===== config.mk =====
export PLATFORM = sky130hd
export DESIGN_NAME = led_matrix_scanner_flat
export DESIGN_NICKNAME = d
export VERILOG_FILES = /design/src/rtl/led_matrix_scanner_pkg.sv /design/src/rtl/led_matrix_scanner_if.sv /design/src/rtl/led_matrix_scan_timer.sv /design/src/rtl/led_matrix_scanner.sv /design/src/flat_wrapper.sv
export SDC_FILE = /design/constraint.sdc
export NUM_CORES = 1
export LEC_CHECK = 0
export ABC_AREA = 1
export CORE_AREA = 4 4 123 125
export CTS_BUF_LIST = sky130_fd_sc_hd__clkbuf_8
export CTS_CLUSTER_DIAMETER = 200
export CTS_CLUSTER_SIZE = 28
export DETAILED_ROUTE_END_ITERATION = 8
export DIE_AREA = 0 0 127 129
export PLACE_DENSITY = 0.72
export RECOVER_POWER = 25
export SLEW_MARGIN = 30
export SYNTH_ARGS = -nofsm -noshare
export SYNTH_HDL_FRONTEND = slang
export SYNTH_HIERARCHICAL = 1
export SYNTH_SLANG_ARGS = --single-unit

===== constraint.sdc =====
create_clock -name clk -period 1.8 [get_ports clk]
set_input_delay 0.54 -clock clk [delete_from_list [all_inputs] [get_ports clk]]
set_output_delay 0.54 -clock clk [all_outputs]
set_load 0.005 [all_outputs]

===== src/rtl/led_matrix_scanner_pkg.sv =====
// led_matrix_pkg: shared defaults, row index type and one-hot row helper for the matrix scanner
package led_matrix_pkg;
  localparam int ROWS_DEF = 8;
  localparam int COLS_DEF = 8;
  localparam int DIV_W_DEF = 14;
  localparam int BRIGHT_W_DEF = 4;
  localparam int BLANK_DEF = 64;
  localparam int MAX_ROWS = 32;
  localparam int ROW_IDX_W = 5;
  typedef logic [$clog2(ROWS_DEF)-1:0] row_idx_t;
  function automatic logic [MAX_ROWS-1:0] one_hot_row(input logic [ROW_IDX_W-1:0] idx);
    return MAX_ROWS'(1) << idx;
  endfunction
endpackage


===== src/rtl/led_matrix_scanner_if.sv =====
// led_matrix_scanner_if: user-side write/swap/brightness inputs and scan outputs of the matrix scanner
interface led_matrix_scanner_if import led_matrix_pkg::*; #(
  parameter int ROWS = ROWS_DEF,
  parameter int COLS = COLS_DEF,
  parameter int BRIGHT_W = BRIGHT_W_DEF
);
  logic wr_en;
  logic [$clog2(ROWS)-1:0] wr_row;
  logic [COLS-1:0] wr_data;
  logic swap_req;
  logic [BRIGHT_W-1:0] brightness;
  logic [ROWS-1:0] rows;
  logic [COLS-1:0] cols;
  logic frame_start;
  logic swap_pending;
  modport master (
    output wr_en, wr_row, wr_data, swap_req, brightness,
    input rows, cols, frame_start, swap_pending
  );
  modport slave (
    input wr_en, wr_row, wr_data, swap_req, brightness,
    output rows, cols, frame_start, swap_pending
  );
endinterface


===== src/rtl/led_matrix_scan_timer.sv =====
// led_matrix_scan_timer: dwell counter and row index with row-wrap and frame-end flags
module led_matrix_scan_timer import led_matrix_pkg::*; #(
  parameter int ROWS = ROWS_DEF,
  parameter int DIV_W = DIV_W_DEF,
  localparam int RW = $clog2(ROWS)
) (
  input  logic clk,
  input  logic reset_n,
  output logic [RW-1:0] row,
  output logic [DIV_W-1:0] cnt,
  output logic row_wrap,
  output logic frame_end
);
  logic [RW-1:0] r_row;
  logic [DIV_W-1:0] r_cnt;
  always_ff @(posedge clk or negedge reset_n)
    if (!reset_n) begin
      r_cnt <= '0;
      r_row <= '0;
    end else begin
      r_cnt <= r_cnt + 1'b1;
      if (row_wrap) r_row <= (r_row == RW'(ROWS - 1)) ? '0 : r_row + 1'b1;
    end
  assign row = r_row;
  assign cnt = r_cnt;
  assign row_wrap = &r_cnt;
  assign frame_end = row_wrap && (r_row == RW'(ROWS - 1));
endmodule


===== src/rtl/led_matrix_scanner.sv =====
// led_matrix_scanner: double-buffered row-scanned LED matrix driver with blanking and PWM
module led_matrix_scanner import led_matrix_pkg::*; #(
  parameter int ROWS = ROWS_DEF,
  parameter int COLS = COLS_DEF,
  parameter int DIV_W = DIV_W_DEF,
  parameter int BRIGHT_W = BRIGHT_W_DEF,
  parameter int BLANK = BLANK_DEF
) (
  input logic clk,
  input logic reset_n,
  led_matrix_scanner_if.slave bus
);
  localparam int RW = $clog2(ROWS);
  logic [RW-1:0] w_row;
  logic [DIV_W-1:0] w_cnt;
  logic w_row_wrap, w_frame_end, w_blank, w_lit, w_wr_ok, w_swap;
  logic [COLS-1:0] w_front;
  logic [COLS-1:0] r_buf0 [ROWS];
  logic [COLS-1:0] r_buf1 [ROWS];
  logic r_fsel, r_pending, r_frame_start;
  logic [ROWS-1:0] r_rows;
  logic [COLS-1:0] r_cols;
  led_matrix_scan_timer #(.ROWS(ROWS), .DIV_W(DIV_W)) u_timer (
    .clk(clk),
    .reset_n(reset_n),
    .row(w_row),
    .cnt(w_cnt),
    .row_wrap(w_row_wrap),
    .frame_end(w_frame_end)
  );
  assign w_blank = 32'(w_cnt) < BLANK;
  assign w_lit = w_cnt[DIV_W-1 -: BRIGHT_W] < bus.brightness;
  assign w_front = r_fsel ? r_buf1[w_row] : r_buf0[w_row];
  assign w_wr_ok = bus.wr_en && (32'(bus.wr_row) < ROWS);
  assign w_swap = w_row_wrap && w_frame_end && (r_pending || bus.swap_req);
  // writes use the pre-swap select so a same-edge write lands in the buffer about to be shown
  always_ff @(posedge clk or negedge reset_n)
    if (!reset_n) begin
      r_fsel <= 1'b0;
      r_pending <= 1'b0;
      r_rows <= '0;
      r_cols <= '0;
      r_frame_start <= 1'b0;
      for (int i = 0; i < ROWS; i++) begin
        r_buf0[i] <= '0;
        r_buf1[i] <= '0;
      end
    end else begin
      r_rows <= w_blank ? '0 : ROWS'(one_hot_row(ROW_IDX_W'(w_row)));
      r_cols <= (!w_blank && w_lit) ? w_front : '0;
      r_frame_start <= (w_row == '0) && (w_cnt == '0);
      if (w_wr_ok && r_fsel) r_buf0[bus.wr_row] <= bus.wr_data;
      if (w_wr_ok && !r_fsel) r_buf1[bus.wr_row] <= bus.wr_data;
      r_fsel <= r_fsel ^ w_swap;
      r_pending <= !w_swap && (r_pending || bus.swap_req);
    end
  assign bus.rows = r_rows;
  assign bus.cols = r_cols;
  assign bus.frame_start = r_frame_start;
  assign bus.swap_pending = r_pending;
endmodule

===== src/flat_wrapper.sv =====
// flat-port wrapper written by rule: the top's interface ports become plain ports
module led_matrix_scanner_flat import led_matrix_pkg::*;
#(
  parameter int ROWS = ROWS_DEF,
  parameter int COLS = COLS_DEF,
  parameter int DIV_W = DIV_W_DEF,
  parameter int BRIGHT_W = BRIGHT_W_DEF,
  parameter int BLANK = BLANK_DEF
)
  (clk, reset_n, bus_wr_en, bus_wr_row, bus_wr_data, bus_swap_req, bus_brightness, bus_rows, bus_cols, bus_frame_start, bus_swap_pending);
  led_matrix_scanner_if #(.ROWS(ROWS), .COLS(COLS), .BRIGHT_W(BRIGHT_W)) bus_i ();
  input logic clk;
  input logic reset_n;
  input wire logic [$bits(bus_i.wr_en)-1:0] bus_wr_en;
  input wire logic [$bits(bus_i.wr_row)-1:0] bus_wr_row;
  input wire logic [$bits(bus_i.wr_data)-1:0] bus_wr_data;
  input wire logic [$bits(bus_i.swap_req)-1:0] bus_swap_req;
  input wire logic [$bits(bus_i.brightness)-1:0] bus_brightness;
  output wire logic [$bits(bus_i.rows)-1:0] bus_rows;
  output wire logic [$bits(bus_i.cols)-1:0] bus_cols;
  output wire logic [$bits(bus_i.frame_start)-1:0] bus_frame_start;
  output wire logic [$bits(bus_i.swap_pending)-1:0] bus_swap_pending;
  assign bus_i.wr_en = bus_wr_en;
  assign bus_i.wr_row = bus_wr_row;
  assign bus_i.wr_data = bus_wr_data;
  assign bus_i.swap_req = bus_swap_req;
  assign bus_i.brightness = bus_brightness;
  assign bus_rows = bus_i.rows;
  assign bus_cols = bus_i.cols;
  assign bus_frame_start = bus_i.frame_start;
  assign bus_swap_pending = bus_i.swap_pending;
  led_matrix_scanner #(.ROWS(ROWS), .COLS(COLS), .DIV_W(DIV_W), .BRIGHT_W(BRIGHT_W), .BLANK(BLANK)) u_core (.clk(clk), .reset_n(reset_n), .bus(bus_i));
endmodule

Word level (Yosys, flattened, before mapping)
Cells that the tools add are included.
- flip-flop bits (word level): 164
- input port bits: 19
- output and inout port bits: 18
- logic and storage cells: 65
- bitwise operators: 3
- reduce and logical (&&, ||, !) cells: 16
- shift-type cells: 1
- $lt $le $gt $ge: 5
- add/subtract/negate cells: 2
- eq/ne operators: 1
- multiplexer cells: 14
- operator list (operator ; count):
    $bwmux 64 ; 2
    $mux 8 ; 8
    $bmux 8 s3 ; 2
    $demux 8 s3 ; 1
    $add 14x1->14 const B ; 1
    $logic_not 14->1 ; 1
    $lt 14x7->1 const B ; 1
    $reduce_and 14->1 ; 1
    $logic_and 1x1->1 ; 9
    $ge 4x4->1 const B ; 2
    $not 3->4 ; 2
    $shl 1x3->8 const A ; 1
    $lt 4x1->1 const B ; 1
    $lt 4x4->1 ; 1
    $add 3x1->3 const B ; 1
    $eq 3x3->1 const B ; 1
    $logic_not 1->1 ; 3
    $logic_not 3->1 ; 1
    $mux 3 ; 1
    $logic_or 1x1->1 ; 1
    $xor 1x1->1 ; 1

Longest topological paths before layout
Gate-level depths: netlist of the first run.
- word-level depth: 6
- mapped depth: 10
- depth with buffers taken out: 9

Hierarchy
The synthesis of the first run kept the hierarchy.
- by module, submodules not included (module ; cells each ; sequential area each (µm²) ; area each (µm²) ; instances):
    led_matrix_scanner ; 868 ; 3678.5 ; 6772.7 ; 1
    led_matrix_scan_timer ; 94 ; 425.4 ; 843.3 ; 1

Worst setup path after synthesis of the first run
OpenSTA, ideal clock, no wires.
- path kind: input to register
- from: input bus_wr_row[0]
- to: register u_core/r_buf0[14] in the netlist's numbering
- buffers on the path: 2
- data arrival time: 1.346 ns
- stages on the path: 6
- setup time: 0.135 ns
- path slack: 0.319 ns
- data required time: 1.665 ns
- cells stage by stage: buf_4 nor3_1 nand2_1 buf_2 nand2_1 o21ai_0
- word-level cells in the longest chain between the ends: 6
- elaborated cells between the ends (all ways): 7
- those cells by class: 2 x order compare; 3 x mux; 1 x bitwise; 1 x reduce/logical
- ends and longest elaborated chain (item ; line ; RTL):
    from (decl) ; flat_wrapper.sv:15 ; input wire logic [$bits(bus_i.wr_row)-1:0] bus_wr_row;
    $not 3->4 (implied by the code) (*) ; led_matrix_scanner.sv:52 ; if (w_wr_ok && r_fsel) r_buf0[bus.wr_row] <= bus.wr_data;
    $ge 4x4->1 (implied by the code) / $lt 4x1->1 (equally long branches) ; led_matrix_scanner.sv:52 ;
    $logic_and 1x1->1 (implied by the code) ; led_matrix_scanner.sv:52 ;
    $mux 8 (implied by the code) ; led_matrix_scanner.sv:52 ;
    $demux 8 s3 (*) ; led_matrix_scanner.sv:52 ;
    $bwmux 64 (*) ; led_matrix_scanner.sv:52 ;
    to (signal, indexed assignment) ; led_matrix_scanner.sv:52 ;
    to (decl) ; led_matrix_scanner.sv:18 ; logic [COLS-1:0] r_buf0 [ROWS];
Every way passes the cells marked *; elsewhere a longest branch is shown, timed or not.
A chain may end at the register's enable or synchronous reset.

Final worst setup path of the first run
- from: register u_core.u_timer.r_row[1] (netlist: u_core/u_timer/row[1])
- to: register u_core.r_cols[4] (netlist: u_core/bus.cols[4])
- word-level cells in the longest chain between the ends: 6
- elaborated cells between the ends (all ways): 9
- those cells by class: 8 x mux; 1 x bitwise
- ends and longest elaborated chain (item ; line ; RTL):
    from (decl) ; led_matrix_scan_timer.sv:14 ; logic [RW-1:0] r_row;
    from (signal assigned) ; led_matrix_scan_timer.sv:22 ; if (row_wrap) r_row <= (r_row == RW'(ROWS - 1)) ? '0 : r_row + 1'b1;
    $not 3->4 (implied by the code) (*) ; led_matrix_scanner.sv:33 ; assign w_front = r_fsel ? r_buf1[w_row] : r_buf0[w_row];
    $bmux 8 s3 ; led_matrix_scanner.sv:33 ;
    $mux 8 (implied by the code) (2 in series) ; led_matrix_scanner.sv:33 ;
    $mux 8 (*) ; led_matrix_scanner.sv:33 ;
    $mux 8 (*) ; led_matrix_scanner.sv:50 ; r_cols <= (!w_blank && w_lit) ? w_front : '0;
    to (signal assigned) ; led_matrix_scanner.sv:50 ;
    to (decl) ; led_matrix_scanner.sv:22 ; logic [COLS-1:0] r_cols;
Every way passes the cells marked *; elsewhere a longest branch is shown, timed or not. The select of a mux whose other input is x is not followed.

==> results.py, run 1 <==
metrics = {
    "run_status": {
        "status": "complete, no violations",
    },
    "yosys": {
        "yosysMostFrequentCell": "nand2_1",
        "syn_area_per_cell_sq_um": 7.92,
        "ys_types": 32,
        "syn_area_sq_um": 7620,
        "synthDominantCellAreaShare_pct": 53.9,
        "synth_area_leader_cell": "dfrtp_1",
        "async_flop_share_pct": 100,
        "synth_cells": 962,
        "synth_area_leaders": "dfrtp_1 (54%), nand2_1 (14%), o21ai_0 (7.6%)",
        "yosys_register_bits": 164,
        "ys_seq_area_share_pct": 53.9,
        "ys_top_cells_by_count": "nand2_1 (288), dfrtp_1 (164), nor2_1 (131)",
        "synth_edf_count": 0,
        "syn-num-nets": 987,
        "yosys_warnings": 6,
        "synth_ff_type": "dfrtp_1",
    },
    "critical_path": {
        "crit_chain": "inv_1, nand2_2, inv_1, nand2_1, nand3_1, nand2_1, nor2_1, nor2_1",
        "endpoint_kind": "register",
        "ff2ff_setup_slack_ns": 0.09,
        "crit_start": "u_core/u_timer/row[1]",
        "cp_num_buf_inv": 2,
        "slowest_delay_ns": 0.47,
        "critPathRequiredTime_ns": 2.15,
        "worstPathArrival_ns": 2.06,
        "worstReg2RegStart": "u_core/u_timer/row[1]",
        "worstRegToRegCells": 8,
        "crit_fanout": 8,
        "rr_endpoint": "u_core/bus.cols[4]",
        "setup.worst_path.class": "register to register",
        "cp-start-kind": "register",
        "slowest_stage": "dfrtp_2",
        "critical-path-top-delay-family": "simple AND/OR/NAND/NOR gates",
    },
    "final_layout": {
        "regArea_sq_um": 4110,
        "multi_input_area_sq_um": 2940,
        "fin_util_pct": 63.8,
        "area_growth_syn_to_layout_pct": 16.4,
        "diodes": 0,
        "layout.cells.non_filler": 1218,
        "fill_cells": 1233,
        "drive_gt1_share_pct": 10.5,
        "fin_nets": 1051,
    },
    "sta": {
        "setup_ws_ns": 0.0906,
        "worst_pin_slew_ns": 0.749,
        "finalMaxSlewViolations": 0,
        "slew_headroom_pct": 50.1,
        "rsz0062_at_grt": "no",
        "finalSetupViolations": 0,
        "fmax_mhz": 585,
        "tns_ns": 0,
        "period_needed_ns": 1.71,
        "finalHoldViolCount": 0,
        "finClkSkew_ns": 0.00997,
        "finalCritPeriodShare_pct": 95.0,
    },
    "detailed_routing": {
        "ant_nets": 0,
        "drc": 0,
        "vias": 6415,
        "wire_per_inst_um": 16.1,
        "vias_per_cell": 5.27,
        "firstDrtPassIters": 5,
        "drt_iter0_markers": 762,
        "drt-total-wl_um": 19600,
    },
    "clocking": {
        "cts_htree_levels": 4,
        "cts_root_buffer": "clkbuf_8",
        "cts_buffers": 17,
        "clk_pin_slew_ns": 0.08,
        "cts_tree": "built",
        "clkLatencyLatePin_ns": 0.46,
        "cts.sinks": 164,
        "clk_path_buf_depth": 2,
    },
    "global_route": {
        "grt_max_degree": 46,
        "grtUsageTotal_pct": 25.6,
        "antenna_found_initial": 0,
        "grt-ovfl-total": 0,
        "grt_pass1_vias": 6221,
        "grt_pass1_wl_um": 32500,
    },
    "floorplanning": {
        "dieHeight_um": 129,
        "start_util_pct": 54.9,
        "die-area_sq_um": 16400,
        "rows": 43,
        "die_width_um": 127,
        "fp.coreArea_sq_um": 13900,
        "io_pins": 37,
    },
    "worst_hold_path": {
        "hp-class": "register to register",
        "hold_start": "u_core/r_buf1[48]",
        "min_to": "u_core/r_buf1[48]",
        "min_path_cells": 2,
    },
    "placed_design": {
        "port_buffers": 36,
        "routabilityCongestion": 0.876,
        "placedCellCount": 1186,
        "dp_hpwl_um": 13600,
        "post-place-ws_ns": -0.302,
    },
    "run": {
        "cap_violations": 0,
    },
    "power": {
        "power.density_nw_per_um2": 967,
        "p_leak_nw": 4.51,
        "ir_worst_vdd_v": 0.000477,
    },
}
[what timing repair did]
action | in CTS | in global routing
buffers inserted | 0 | 0
hold buffers | 1 | 0
hold endpoints to repair | 24 | 0
endpoints found under the setup margin | 18 | 6
resized for setup | 18 | 2
[layout by cell type (no fill, tap or decap), types with 2 or more instances in the layout]
cell and count:
nand3_2 2, clkinv_2 5, ha_1 6, xor2_1 4, clkdlybuf4s50_1 17, dfrtp_2 2
dlygate4sd2_1 18, inv_2 4, o21ai_0 115, o21ai_1 7, nand2_2 4, nor2_2 4
inv_1 88, nand3_1 49, clkbuf_8 19, buf_12 10, buf_4 41, dfrtp_1 162
xnor2_1 4, nor2_1 131, bufinv_16 3, nand3b_1 2, or2_2 9, nand2_1 288
nor2_4 2, a21oi_1 23, nand4_1 2, nor3_1 7
[layer usage]
layer / track usage, % / up-vias / wire length (um) / share of wire (%)
li1: - / 3128 / - / -
met1: 35.6 / 3013 / 8980 / 46
met2: 39.6 / 230 / 8840 / 45
met3: 5.85 / 44 / 1200 / 6.1
met4: 9.65 / 0 / 589 / 3.0
met5: 0 / - / 0 / 0
[worst register-to-register path, stage by stage, from the launching register on]
cell,delay (ns)
dfrtp_2,0.47
inv_1,0.17
nand2_2,0.16
inv_1,0.26
nand2_1,0.11
nand3_1,0.14
nand2_1,0.07
nor2_1,0.15
nor2_1,0.08
[cells by family after synthesis]
logic type	Yosys count	synth area share [%]
AO/OA/AOI/OAI	146	9.63
XOR/XNOR	8	0.920
adder cells (fa/ha/maj)	6	0.986
buffers and inverters	134	7.47
flip-flops	164	53.9
AND/OR/NAND/NOR	504	27.1
[per-stage QoR]
stage	hold WS (ns)	area, sq um	total power, mW
final	0.485	8860	8.57
after global routing	0.509	8860	9.04
after CTS	0.488	8880	8.60
after detailed placement	0.427	8500	5.89
after global placement	0.435	8500	5.83
after floorplan	0.244	7620	5.40
[where the power goes]
group | total [mW] | leakage (nW) | internal (mW) | switching, mW
Sequential | 4.60 | 2.06 | 4.30 | 0.303
Clock | 2.73 | 0.213 | 1.42 | 1.31
Combinational | 1.24 | 2.23 | 0.495 | 0.742
[flip-flops by register name, summed over array words and instances, names as in the netlist]
signal                   cells
u_core/bus.cols              8
u_core/bus.frame_start       1
u_core/bus.rows              8
u_core/bus.swap_pending      1
u_core/r_buf0               64
u_core/r_buf1               64
u_core/r_fsel                1
u_core/u_timer/cnt          14
u_core/u_timer/row           3
[how the worst max path moves through the flow]
stage	end	cells past startpoint
floorplan	u_core/r_buf0[14]	6
global placement	u_core/bus.cols[5]	10
detailed placement	u_core/bus.cols[4]	10
CTS	u_core/bus.cols[3]	8
global route	u_core/r_buf0[28]	3
finish	u_core/bus.cols[4]	8
[layout make-up]
class	count	area share, %
clock buffer	19	2.95
timing repair buffer	88	9.60
sequential	164	46.3
inverter	91	3.85
multi-input combinational	664	33.1
tap	180	2.54
clock inverter	12	1.57
No activity file was read; power rests on OpenSTA's default activity.
==> run 2: changes to the inputs <==
Settings changed: PLACE_DENSITY 0.72 to unset, PLACE_DENSITY_LB_ADDON set to 0.2.
==> run 2 against run 1 <==
Compared with the run above:
- critical path type is now register to output pin
- critical endpoint is now bus_cols[3]
- design area grew 0.75%
- setup slack improved by 0.031 ns
- highest routed layer unchanged
- register-to-register slack improved by 0.09 ns
==> results.py, run 2 (synthesized netlist as in run 1, its figures left out) <==
metrics = {
    "sta": {
        "setup_ws_ns": 0.122,
        "finClkSkew_ns": 0.00976,
        "tns_ns": 0,
        "finalSetupViolations": 0,
        "fmax_mhz": 596,
        "finalCritPeriodShare_pct": 93.2,
        "period_needed_ns": 1.68,
        "slew_headroom_pct": 54.8,
        "finalMaxSlewViolations": 0,
        "rsz0062_at_grt": "no",
        "worst_pin_slew_ns": 0.678,
        "finalHoldViolCount": 0,
    },
    "final_layout": {
        "area_growth_syn_to_layout_pct": 17.2,
        "drive_gt1_share_pct": 10.9,
        "layout.cells.non_filler": 1224,
        "postLayoutCellArea_sq_um": 8930,
        "fill_cells": 1196,
        "final_common_cell": "nand2_1",
        "final_cell_mix": "nand2_1 (288), dfrtp_1 (162), nor2_1 (132)",
        "fin_nets": 1056,
        "diodes": 0,
        "fin_util_pct": 64.3,
    },
    "floorplanning": {
        "dieHeight_um": 129,
        "die_width_um": 127,
        "die-area_sq_um": 16400,
        "fp.coreArea_sq_um": 13900,
        "start_util_pct": 54.9,
        "rows": 43,
        "io_pins": 37,
    },
    "critical_path": {
        "endpoint_kind": "output pin",
        "setup.worst_path.class": "register to output pin",
        "slowest_delay_ns": 0.41,
        "critPathRequiredTime_ns": 1.26,
        "crit_chain": "dlygate4sd2_1",
        "worstPathArrival_ns": 1.14,
        "slowest_stage": "dfrtp_1",
        "crit_fanout": 1,
        "cp_num_buf_inv": 1,
        "cp-start-kind": "register",
        "critical-path-top-delay-family": "flip-flops",
        "ff2ff_setup_slack_ns": 0.18,
    },
    "placed_design": {
        "post-place-ws_ns": -0.299,
        "routabilityCongestion": 0.908,
        "placedCellCount": 1191,
        "place_area_sq_um": 8520,
        "dp_hpwl_um": 13800,
        "port_buffers": 36,
    },
    "detailed_routing": {
        "drt_iter0_markers": 641,
        "vias": 6433,
        "firstDrtPassIters": 5,
        "ant_nets": 0,
        "wire_per_inst_um": 16.0,
        "drc": 0,
        "vias_per_cell": 5.26,
        "drt-total-wl_um": 19600,
    },
    "power": {
        "ir_worst_vdd_v": 0.000545,
        "p_leak_nw": 4.55,
        "power.density_nw_per_um2": 973,
    },
    "global_route": {
        "grtUsageTotal_pct": 25.6,
        "grt_pass1_vias": 6160,
        "grt_max_degree": 63,
        "antenna_found_initial": 0,
        "grt_pass1_wl_um": 32400,
        "grt-ovfl-total": 0,
    },
    "clocking": {
        "clk_pin_slew_ns": 0.08,
        "clkLatencyLatePin_ns": 0.45,
        "cts_root_buffer": "clkbuf_8",
        "cts_tree": "built",
        "clk_path_buf_depth": 2,
        "cts_buffers": 17,
        "cts_htree_levels": 4,
        "cts.sinks": 164,
        "postCtsSetupBuffers": 0,
    },
    "run": {
        "cap_violations": 0,
    },
    "worst_hold_path": {
        "hp-class": "register to register",
    },
    "run_status": {
        "status": "complete, no violations",
    },
}
==> run 2: cell types whose count changed in the layout (fill, tap and decap cells not counted), sizes merged <==
cell	change
clkbuf	+3
clkinv	-2
buf	+5
==> run 2: worst paths after layout <==
path / cells after the start / to / start
max in group asynchronous: 3 / u_core/u_timer/cnt[1] / reset_n
hold / removal: 2 / u_core/r_buf1[30] / u_core/r_buf1[30]
min in group asynchronous: 2 / u_core/r_buf0[8] / reset_n
setup reg to reg: 10 / u_core/bus.cols[0] / u_core/u_timer/row[0]
setup / recovery: 1 / bus_cols[3] / u_core/bus.cols[3]
hold reg to reg: 2 / u_core/r_buf1[30] / u_core/r_buf1[30]
==> run 2: routing by layer <==
| metal | track usage (%) | routed length, um | part of all wire [%] |
|---|---|---|---|
| met2 | 39.3 | 8870 | 45 |
| met4 | 9.34 | 605 | 3.1 |
| met5 | 0 | 0 | 0 |
| met3 | 5.98 | 1280 | 6.5 |
| met1 | 35.8 | 8880 | 45 |
==> run 2: stage by stage <==
step / power, mW / hold slack (ns)
global route: 9.17 / 0.507
detailed placement: 5.90 / 0.417
CTS: 8.73 / 0.489
floorplan: 5.40 / 0.244
global placement: 5.83 / 0.419
finish: 8.68 / 0.488
==> run 2: layout make-up <==
| cell class | count | area, sq um | area share [%] |
|---|---|---|---|
| clock buffers | 22 | 303 | 3.39 |
| flip-flops and latches | 164 | 4110 | 46.0 |
| well taps | 180 | 225 | 2.52 |
| inverters | 91 | 342 | 3.83 |
| repair buffers | 93 | 888 | 9.95 |
| multi-input cells | 664 | 2940 | 32.9 |
| clock inverters | 10 | 129 | 1.44 |
==> run 2: timing repair <==
item,4_1_cts,5_1_grt
endpoints found under the hold margin,21,0
pin swaps,0,0
setup endpoints to repair,18,4
gates resized for setup,18,2
hold buffers,1,0
==> run 2: where the power goes <==
group | total [mW] | internal (mW) | leakage, nW | switching (mW)
clock | 2.84 | 1.54 | 0.227 | 1.29
sequential | 4.60 | 4.30 | 2.06 | 0.300
combinational | 1.25 | 0.497 | 2.26 | 0.755
total | 8.68 | 6.34 | 4.55 | 2.35
==> run 3: changes to the inputs <==
Settings changed: RECOVER_POWER 25 to unset, TNS_END_PERCENT set to 1.
==> run 3 against run 2 <==
Compared with the run above:
- register-to-register slack worse by 0.02 ns
- wire length is 0.17% lower
- flip-flop and latch count unchanged
- design area increased by 0.15%
- global-route usage did not move
- utilization grew 0.099 points
- count of clock-buffer cells in the layout stayed put
- critical path type unchanged
- largest cell class unchanged
- largest power group unchanged
- highest routed layer unchanged
==> results.py, run 3 (synthesized netlist as in run 1, its figures left out) <==
metrics = {
    "run_status": {
        "status": "complete, no violations",
    },
    "final_layout": {
        "drive_gt1_share_pct": 11.1,
        "fin_nets": 1056,
        "diodes": 0,
        "final_common_cell": "nand2_1",
        "fin_util_pct": 64.4,
        "area_growth_syn_to_layout_pct": 17.4,
        "final_cell_mix": "nand2_1 (288), dfrtp_1 (162), nor2_1 (131)",
    },
    "critical_path": {
        "critPathRequiredTime_ns": 1.26,
        "slowest_delay_ns": 0.41,
        "cp_num_buf_inv": 1,
        "endpoint": "bus_cols[3]",
        "worstReg2RegStart": "u_core/u_timer/row[1]",
        "crit_fanout": 1,
        "critical-path-top-delay-family": "flip-flops",
        "slowest_stage": "dfrtp_1",
        "cp-start-kind": "register",
        "worstRegToRegCells": 8,
        "ff2ff_setup_slack_ns": 0.16,
        "rr_endpoint": "u_core/bus.cols[2]",
        "worstPathArrival_ns": 1.14,
        "endpoint_kind": "output pin",
        "crit_start": "u_core/bus.cols[3]",
        "setup.worst_path.class": "register to output pin",
        "cp.depth": 1,
        "crit_chain": "dlygate4sd2_1",
    },
    "placed_design": {
        "routabilityCongestion": 0.908,
        "port_buffers": 36,
        "post-place-ws_ns": -0.299,
        "dp_hpwl_um": 13800,
    },
    "sta": {
        "finalSetupViolations": 0,
        "tns_ns": 0,
        "period_needed_ns": 1.68,
        "setup_ws_ns": 0.123,
        "finalMaxSlewViolations": 0,
        "finalCritPeriodShare_pct": 93.2,
        "worst_pin_slew_ns": 0.637,
        "rsz0062_at_grt": "no",
        "finClkSkew_ns": 0.00937,
        "finalHoldViolCount": 0,
        "fmax_mhz": 596,
        "slew_headroom_pct": 57.5,
    },
    "detailed_routing": {
        "drc": 0,
        "wl_met3_um": 1330,
        "drt-total-wl_um": 19600,
        "met1_length_um": 8810,
        "vias_per_cell": 5.25,
        "drt_iter0_markers": 652,
        "met2_length_um": 8870,
        "highest_layer": "met4",
        "firstDrtPassIters": 7,
        "vias": 6432,
        "wire_per_inst_um": 16.0,
        "ant_nets": 0,
    },
    "clocking": {
        "clkLatencyLatePin_ns": 0.45,
        "cts_htree_levels": 4,
        "cts_root_buffer": "clkbuf_8",
        "clk_pin_slew_ns": 0.08,
        "cts_tree": "built",
        "clk_path_buf_depth": 2,
        "cts.sinks": 164,
        "cts_buffers": 17,
    },
    "global_route": {
        "grtUsageTotal_pct": 25.6,
        "grt-ovfl-total": 0,
        "grt_max_degree": 63,
        "antenna_found_initial": 0,
        "grt_pass1_vias": 6160,
        "grt_pass1_wl_um": 32400,
    },
    "power": {
        "power.density_nw_per_um2": 972,
        "p_leak_nw": 4.55,
        "ir_worst_vdd_v": 0.000539,
    },
    "floorplanning": {
        "fp.coreArea_sq_um": 13900,
        "start_util_pct": 54.9,
        "io_pins": 37,
        "rows": 43,
        "die_width_um": 127,
        "dieHeight_um": 129,
        "die-area_sq_um": 16400,
    },
    "run": {
        "cap_violations": 0,
    },
    "worst_hold_path": {
        "hp-class": "register to register",
    },
}
[run 3: cell count changes in the layout (fill, tap and decap cells not counted)]
| cell | before | now |
|---|---|---|
| clkbuf_2 | 1 | 0 |
| nor2_1 | 132 | 131 |
| nand3_2 | 2 | 3 |
| nor2_2 | 3 | 4 |
| buf_6 | 0 | 1 |
| nand3_1 | 49 | 48 |
[run 3: power breakdown]
| part | total [mW] | internal, mW | switching [mW] | leakage, nW |
|---|---|---|---|---|
| clock network | 2.84 | 1.54 | 1.29 | 0.227 |
| logic | 1.25 | 0.498 | 0.756 | 2.26 |
| registers | 4.60 | 4.30 | 0.301 | 2.06 |
[run 3: how the worst min path moves through the flow]
stage,startpoint,end,cells after the start
2_1_floorplan,reset_n,u_core/bus.cols[0],0
5_1_grt,reset_n,u_core/r_buf0[8],2
3_3_place_gp,reset_n,u_core/r_buf0[32],1
4_1_cts,reset_n,u_core/r_buf0[8],2
6_report,u_core/r_buf1[52],u_core/r_buf1[52],2
3_5_place_dp,reset_n,u_core/r_buf0[32],1
[run 3: timing repair]
action / CTS / global route
endpoints found under the hold margin: 21 / 0
pin swaps: 0 / 0
setup endpoints to repair: 18 / 4
resized for setup: 18 / 2
hold buffers: 1 / 0
buffers inserted: 0 / 0
[run 3: metrics by stage]
| step | std cells | hold slack [ns] | total power [mW] | cell area [sq um] |
|---|---|---|---|---|
| after global routing | 1224 | 0.501 | 9.18 | 8940 |
| final | 1224 | 0.488 | 8.69 | 8940 |
| after floorplan | 962 | 0.244 | 5.40 | 7620 |
| after global placement | 1191 | 0.419 | 5.83 | 8520 |
| after detailed placement | 1191 | 0.417 | 5.90 | 8520 |
| after CTS | 1224 | 0.489 | 8.73 | 8940 |
[run 3: layout make-up]
type                       instances  area [sq um]
tap                              180           225
inverter                          91           342
clock buffer                      22           303
fill                            1193          4940
clock inverter                    10           129
multi-input combinational        664          2940
timing repair buffer              93           895
sequential                       164          4110
[run 3: routing by layer]
metal,track usage (%),vias to the layer above
li1,-,3140
met2,39.3,202
met5,0,-
met3,5.98,36
met1,35.8,3054
met4,9.34,0
